===== config.mk =====
export PLATFORM = sky130hd
export DESIGN_NAME = mg4bit_serial
export DESIGN_NICKNAME = d
export VERILOG_FILES = /design/src/rtl/mg4bit_serial.sv
export SDC_FILE = /design/constraint.sdc
export NUM_CORES = 1
export LEC_CHECK = 0
export ABC_AREA = 1
export CORE_AREA = 2 2 39 41
export CTS_BUF_LIST = sky130_fd_sc_hd__clkbuf_4 sky130_fd_sc_hd__clkbuf_8 sky130_fd_sc_hd__clkbuf_16
export CTS_CLUSTER_SIZE = 20
export DETAILED_ROUTE_END_ITERATION = 8
export DIE_AREA = 0 0 41 43
export PLACE_DENSITY_LB_ADDON = 0.25
export SKIP_LAST_GASP = 1
export SYNTH_ARGS = -nofsm -noshare
export SYNTH_HDL_FRONTEND = slang
export SYNTH_SLANG_ARGS = --single-unit

===== constraint.sdc =====
create_clock -name clk -period 2.8 [get_ports clk]
set_input_delay 0.56 -clock clk [delete_from_list [all_inputs] [get_ports clk]]
set_output_delay 0.56 -clock clk [all_outputs]
set_load 0.01 [all_outputs]

===== src/rtl/mg4bit_serial.sv =====
// rtl/mg4bit_serial.sv - bit-serial MSB-first magnitude comparator with start/done framing
module mg4bit_serial #(
    parameter int WIDTH = 4
) (
    input  logic clk,
    input  logic rst,
    input  logic start,
    input  logic bit_valid,
    input  logic a_bit,
    input  logic b_bit,
    output logic busy,
    output logic done,
    output logic x,
    output logic y,
    output logic z
);

    localparam int CW = (WIDTH > 1) ? $clog2(WIDTH) : 1;
    localparam logic [CW-1:0] LAST = CW'(WIDTH - 1);

    typedef enum logic {
        IDLE  = 1'b0,
        SHIFT = 1'b1
    } state_t;

    state_t        state;
    logic [CW-1:0] cnt;
    logic          gt;
    logic          lt;
    logic          nxt_gt;
    logic          nxt_lt;

    // Decision after the current pair: the first differing bit (MSB-first) settles it for good.
    always_comb begin
        nxt_gt = gt;
        nxt_lt = lt;
        if (!(gt | lt)) begin
            nxt_gt = a_bit & ~b_bit;
            nxt_lt = ~a_bit & b_bit;
        end
    end

    // Framing FSM: consume WIDTH valid pairs after start, then publish x/y/z with a done pulse.
    always_ff @(posedge clk) begin
        if (rst) begin
            state <= IDLE;
            cnt   <= '0;
            gt    <= 1'b0;
            lt    <= 1'b0;
            busy  <= 1'b0;
            done  <= 1'b0;
            x     <= 1'b0;
            y     <= 1'b0;
            z     <= 1'b0;
        end else begin
            done <= 1'b0;
            case (state)
                IDLE: begin
                    if (start) begin
                        state <= SHIFT;
                        busy  <= 1'b1;
                        cnt   <= '0;
                        gt    <= 1'b0;
                        lt    <= 1'b0;
                    end
                end
                SHIFT: begin
                    if (bit_valid) begin
                        cnt <= cnt + 1'b1;
                        gt  <= nxt_gt;
                        lt  <= nxt_lt;
                        if (cnt == LAST) begin
                            x     <= nxt_gt;
                            y     <= ~(nxt_gt | nxt_lt);
                            z     <= nxt_lt;
                            done  <= 1'b1;
                            busy  <= 1'b0;
                            state <= IDLE;
                        end
                    end
                end
                default: begin
                    state <= IDLE;
                    busy  <= 1'b0;
                end
            endcase
        end
    end

endmodule


# After elaboration in Yosys (flattened, before gate mapping)
# Index checks and enable logic that the tools add are counted.
dict set report word_totals {
  mem_bits_rw 0
  ff_bits 10
  elab_cells 46
  rom_bits 0
  latch_bits 0
  memories 0
  out_inout_bits 5
}
dict set report op_classes {
  shift 0
  n_eq_ne 4
  reduce_logical 4
  bitwise_logic 9
  div_mod_pow 0
  magnitude_cmp 0
  n_addsub 1
  mul 0
  n_mux 19
}
# operator count
set ops {}
lappend ops {{1-bit two-way mux} 12}
lappend ops {{1-bit one-hot mux with 2 select lines} 4}
lappend ops {{3-bit AND reduction} 2}
lappend ops {{1-bit inverter} 5}
lappend ops {{2-bit two-way mux} 2}
lappend ops {{2-bit inequality test, second input constant} 2}
lappend ops {{2-bit one-hot mux with 2 select lines} 1}
lappend ops {{3-bit OR reduction} 1}
lappend ops {{2-bit by 1-bit adder with 2-bit output, second input constant} 1}
lappend ops {{1-bit bitwise AND} 2}
lappend ops {{2-bit equality test, second input constant} 1}
lappend ops {{2-bit by 1-bit inequality test with 1-bit output, second input constant} 1}
lappend ops {{1-bit bitwise OR} 2}
lappend ops {{2-bit AND reduction} 1}

# Longest topological paths before layout
# Gate-level depths: netlist of the first run.
dict set report logic_depth {
  depth_word 5
  depth_mapped 6
}

# Worst setup path after synthesis of the first run
# No wires, ideal clock.
dict set report synth_path {
  kind {input to register}
  start {input bit_valid}
  end {register x}
  stages 4
  arrival_time_ps 885
  t_required_ps 2685
  slack_ps 1801
  setup_ps 115
  path_cell_list {nand3_2 -> inv_1 -> o21ai_1 -> nor2_1}
}
dict set report synth_between {
  elab_chain_len 1
}
# item line_no
set synth_lines {}
lappend synth_lines {{start: declaration} 8} ;# input logic bit_valid,
lappend synth_lines {{3-bit AND reduction (no line)} n/a}
lappend synth_lines {{end signal: assignment} 73} ;# x <= nxt_gt;
lappend synth_lines {{end: declaration} 13} ;# output logic x,
# Every way passes these cells.
# A chain may end at the register's enable or synchronous reset.

# Worst setup path in the final report of the first run
dict set report layout_path {
  start {register x}
  end {output x}
}
# No word-level cell between the ends.

==> results of run 1 <==
==> kinds of logic (layout without fill, tap and decap cells) <==
family,count (synthesis),count (layout),synth area share
buffers and inverters,9,22,0.0813
AND/OR/NAND/NOR,26,26,0.298
adder cells (fa/ha/maj),1,1,0.0301
flip-flops,10,10,0.482
AO/OA/AOI/OAI,9,9,0.108
==> how the worst max path moves through the flow <==
| stage | from | end | slack [ps] |
|---|---|---|---|
| finish | x | x | 1110 |
| global placement | bit_valid | x | 1200 |
| floorplan | bit_valid | x | 1800 |
| global route | x | x | 1060 |
| CTS | x | x | 1090 |
| detailed placement | rst | cnt[0] | 1200 |
==> metal layers <==
| metal | GRT usage | share of wire |
|---|---|---|
| met5 | 0 | 0 |
| met4 | 0.0400 | 0.013 |
| met3 | 0.0785 | 0.057 |
| met2 | 0.178 | 0.46 |
| met1 | 0.142 | 0.47 |
==> metrics by stage <==
step | setup WS [ps] | utilization
2_1_floorplan | 1800 | -
3_3_place_gp | 1200 | 0.387
3_5_place_dp | 1200 | 0.387
4_1_cts | 1090 | 0.403
5_1_grt | 1060 | 0.403
6_report | 1110 | 0.403
==> worst register-to-register path, cell delays in order, from the launching register on <==
cell     delay (ps)
dfxtp_1         320
ha_1            210
nand3_2         150
inv_1            80
o21ai_1         120
nor2_1           60
==> area by class of cell <==
cell class / instances / area, um^2 / share of cell area
Sequential cell: 10 / 200 / 0.359
Multi-Input combinational cell: 36 / 181 / 0.325
Timing Repair Buffer: 10 / 100 / 0.179
Inverter: 9 / 33.8 / 0.0605
Clock buffer: 3 / 22.5 / 0.0404
Tap cell: 16 / 20.0 / 0.0359
==> power breakdown <==
| part | total (mW) | internal, mW | switching (mW) |
|---|---|---|---|
| combinational | 0.0269 | 0.0132 | 0.0136 |
| sequential | 0.149 | 0.146 | 0.00273 |
| clock | 0.0978 | 0.0496 | 0.0481 |
| total | 0.273 | 0.209 | 0.0645 |
==> cell usage in the layout, fill, tap and decap left out <==
| cell | netlist | routed |
|---|---|---|
| o21ai_1 | 1 | 1 |
| a21oi_1 | 5 | 5 |
| nand2_1 | 13 | 13 |
| ha_1 | 1 | 1 |
| dfxtp_1 | 10 | 10 |
| nor2_1 | 5 | 5 |
| nor2_4 | 1 | 1 |
| nand3_1 | 4 | 4 |
| nand3_2 | 2 | 2 |
| clkdlybuf4s50_1 | 0 | 10 |
| inv_1 | 9 | 9 |
| clkbuf_4 | 0 | 3 |
| nor3_1 | 1 | 1 |
| o21ai_0 | 3 | 3 |
==> results.cfg, run 1 <==
[run_status]
outcome = completed

[clocking]
cts.path.max_buffers = 2
cts_setup_buffers = 0
cts_tree = built
cts_sinks = 10
cts_hold_buffers = 0
cts_resized = 0
cts_htree_levels = 1
clk_pin_slew_ps = 60
clock_latency_ps = 270
cts_buffers = 3
cts_root_buffer = clkbuf_4

[run]
drv_cap = 0

[drt]
routed_wl_um = 794
drt_iter0_drc = 0
routed-via-count = 382
dr.pass1.iters = 1
postRouteAntennaNets = 0
drc = 0
vias_per_cell = 4.55
routedWlPerCell_um = 9.45

[critical_path]
worstSetupPathDepth = 1
critPathMaxStageDelay_ps = 540
crit_chain = clkdlybuf4s50_1
cp.required_ps = 2240
path_delay_family = buffers and inverters
critical_path.max_fanout = 2
ff2ff_path_depth = 5
r2r-start = cnt[0]
crit_arrival_ps = 1130
slowest_stage = clkdlybuf4s50_1
start_kind = register
crit_buf_inv = 1
r2r_slack_ps = 1760
worstSetupPathType = register to output port
reg2reg_to = x
cp-end-kind = output port

[grt]
antenna_found_initial = 0
grt_max_degree = 7
grt_usage = 0.123
grt_pass1_vias = 371
gr-total-overflow = 0
grt_pass1_wl_um = 1450

[min_path]
worstHoldPathCells = 1
min_from = cnt[0]
hold_end = cnt[0]
hold_path.class = register to register

[sta]
setup-tns-final_ps = 0
finalCriticalPeriod_ps = 1690
skew_ps = 3.55
slew_violations = 0
setup_violations = 0
holdWs_ps = 451
worstMarginPinSlew_ps = 275
slew_headroom = 0.816
rsz0062_at_grt = false
max_freq_ghz = 0.590
period_share = 0.605
finalHoldViolations = 0

[power]
ir_worst_vdd_uv = 198
power.leakage_nw = 0.255
p_per_area_nw_per_um2 = 490
finalPower_mw = 0.273

[layout]
regMostFlops = cnt
fin_nets = 77
finalNonFillerCells = 84
drive_gt1_frac = 0.0882
antenna_cells = 0
largest_reg_flops = 2
stdcell_area_um2 = 558
areaGrowthSynthToFinish_pct = 34.3
fillers = 154

[synthesis]
ys_seq_area_frac = 0.482
ys_ff_latch = 10
ys_warn_count = 0
synthesis.nets = 62
ys.flop_type = dfxtp_1
synthTopCellsByArea = dfxtp_1, nand2_1, inv_1
synth_cells = 55
synth-edff-count = 0
synthArstFlopShare = 0
syn-cell-area_um2 = 415
synth_top_area_cell = dfxtp_1
synth_top_cell_area_share = 0.482
netlist_top_cells_count = nand2_1, dfxtp_1, inv_1, a21oi_1, nor2_1
yosysMostFrequentCell = nand2_1
synth.distinct_cells = 12
syn_avg_cell_area_um2 = 7.55

[floorplan]
die_y_um = 43
num_rows = 14
die_w_um = 41
coreArea_um2 = 1380
start_util = 0.300
die-area_um2 = 1760
io_pins = 11

[placed_design]
gp_congestion = 0.750
io_buffer_count = 10
post-dp-hpwl_um = 626
detailed_place.area_um2 = 536
placed_cells = 81
Power figures use the tool's default switching activity.
==> run 2: changes to the inputs <==
- clock period: 2.8 -> 1.65 ns (I/O delays scaled with it)
==> run 2 against run 1 <==
Non-clock buffer count stayed put; clock skew hardly changed; sequential share of layout area is 0.86 points lower; global-route usage is 0.10 points higher; setup slack worse by 920 ps; via count is 1.3% higher; highest routed layer unchanged; utilization is 0.99 points higher; routed wire length is 2.4% higher; final area is 2.5% higher.
==> results.cfg, run 2 (synthesis gave the netlist of run 1 again) <==
[layout]
fin_util = 0.413
regMostFlops = cnt
areaGrowthSynthToFinish_pct = 37.7
antenna_cells = 0
finalNonFillerCells = 85
fin_nets = 77
final_common_cell = nand2_1
largest_reg_flops = 2
stdcell_area_um2 = 572
drive_gt1_frac = 0.101
mostFrequentLayoutCells = nand2_1, dfxtp_1, clkdlybuf4s50_1

[drt]
vias_per_cell = 4.55
routed_wl_um = 813
dr.pass1.iters = 2
routedWlPerCell_um = 9.56
postRouteAntennaNets = 0
drc = 0
drt_iter0_drc = 2
routed-via-count = 387

[sta]
finalCriticalPeriod_ps = 1460
max_freq_ghz = 0.684
setup-tns-final_ps = 0
slew_violations = 0
worstMarginPinSlew_ps = 267
finalHoldViolations = 0
skew_ps = 3.20
period_share = 0.886
holdWs_ps = 465
setup_violations = 0
rsz0062_at_grt = false
slew_headroom = 0.821

[clocking]
cts_sinks = 10
cts_hold_buffers = 0
clk_pin_slew_ps = 70
cts_root_buffer = clkbuf_4
cts_setup_buffers = 0
cts_tree = built
cts_htree_levels = 1
cts_resized = 0
cts.path.max_buffers = 2
cts_buffers = 3
clock_latency_ps = 260

[critical_path]
cp-end-kind = output port
r2r_slack_ps = 600
start_kind = register
crit_chain = clkdlybuf4s50_1
critPathMaxStageDelay_ps = 540
cp.required_ps = 1320
r2r-start = cnt[0]
crit_arrival_ps = 1130
slowest_stage = clkdlybuf4s50_1
reg2reg_to = x
critical_path.max_fanout = 2
cp-startpoint = x
ff2ff_path_depth = 5
path_delay_family = buffers and inverters
crit_buf_inv = 1
worstSetupPathType = register to output port

[placed_design]
post-dp-hpwl_um = 622
gp_congestion = 0.750
io_buffer_count = 10
placed_cells = 81
detailed_place.area_um2 = 536

[floorplan]
coreArea_um2 = 1380
num_rows = 14
die-area_um2 = 1760
die_w_um = 41
start_util = 0.300
io_pins = 11
die_y_um = 43

[min_path]
min_from = cnt[0]
hold_end = cnt[0]
hold_path.class = register to register
worstHoldPathCells = 1

[grt]
grt_pass1_wl_um = 1460
grt_max_degree = 7
grt_usage = 0.124
antenna_found_initial = 0
gr-total-overflow = 0
grt_pass1_vias = 384

[power]
power.leakage_nw = 0.262
ir_worst_vdd_uv = 265
p_per_area_nw_per_um2 = 906

[run_status]
outcome = completed

[run]
drv_cap = 0
==> run 2: cell types whose count changed in the layout (fill, tap and decap cells not counted), sizes merged <==
cell,previous run,this run
clkbuf,3,4
==> run 2: worst max path at each step <==
stage,endpoint,cells past startpoint,slack (ps)
2_1_floorplan,x,5,700
3_3_place_gp,x,5,280
3_5_place_dp,z,4,280
4_1_cts,x,1,180
5_1_grt,x,1,130
6_report,x,1,190
==> run 2: per-layer routing <==
layer / global-route usage / vias to the layer above / wire length, um
met3: 0.0314 / 2 / 17
met2: 0.181 / 6 / 404
met5: 0 / - / 0
met1: 0.142 / 175 / 383
met4: 0.100 / 0 / 7
li1: - / 204 / -
==> run 2: cell type report <==
type / count / area (um^2)
multi-input combinational: 36 / 181
sequential: 10 / 200
tap: 16 / 20.0
fill: 153 / 812
clock buffer: 4 / 36.3
timing repair buffer: 10 / 100
inverter: 9 / 33.8
==> run 2: through the flow <==
stage	power [mW]	worst slack (ps)
floorplan	0.279	697
global placement	0.303	279
detailed placement	0.304	280
CTS	0.525	176
global route	0.544	130
finish	0.518	187
==> run 2: report_power, final <==
group | internal, mW | switching, mW | leakage [nW]
combinational | 0.0226 | 0.0234 | 0.159
sequential | 0.248 | 0.00506 | 0.0814
clock | 0.134 | 0.0852 | 0.0210
total | 0.404 | 0.114 | 0.262
==> run 3: changes to the inputs <==
- CTS_CLUSTER_SIZE: 20 -> 14
- SLEW_MARGIN: not set -> 10
==> results of run 3 <==
Same layout as run 2: the final DEF is identical, and so are final timing and power.
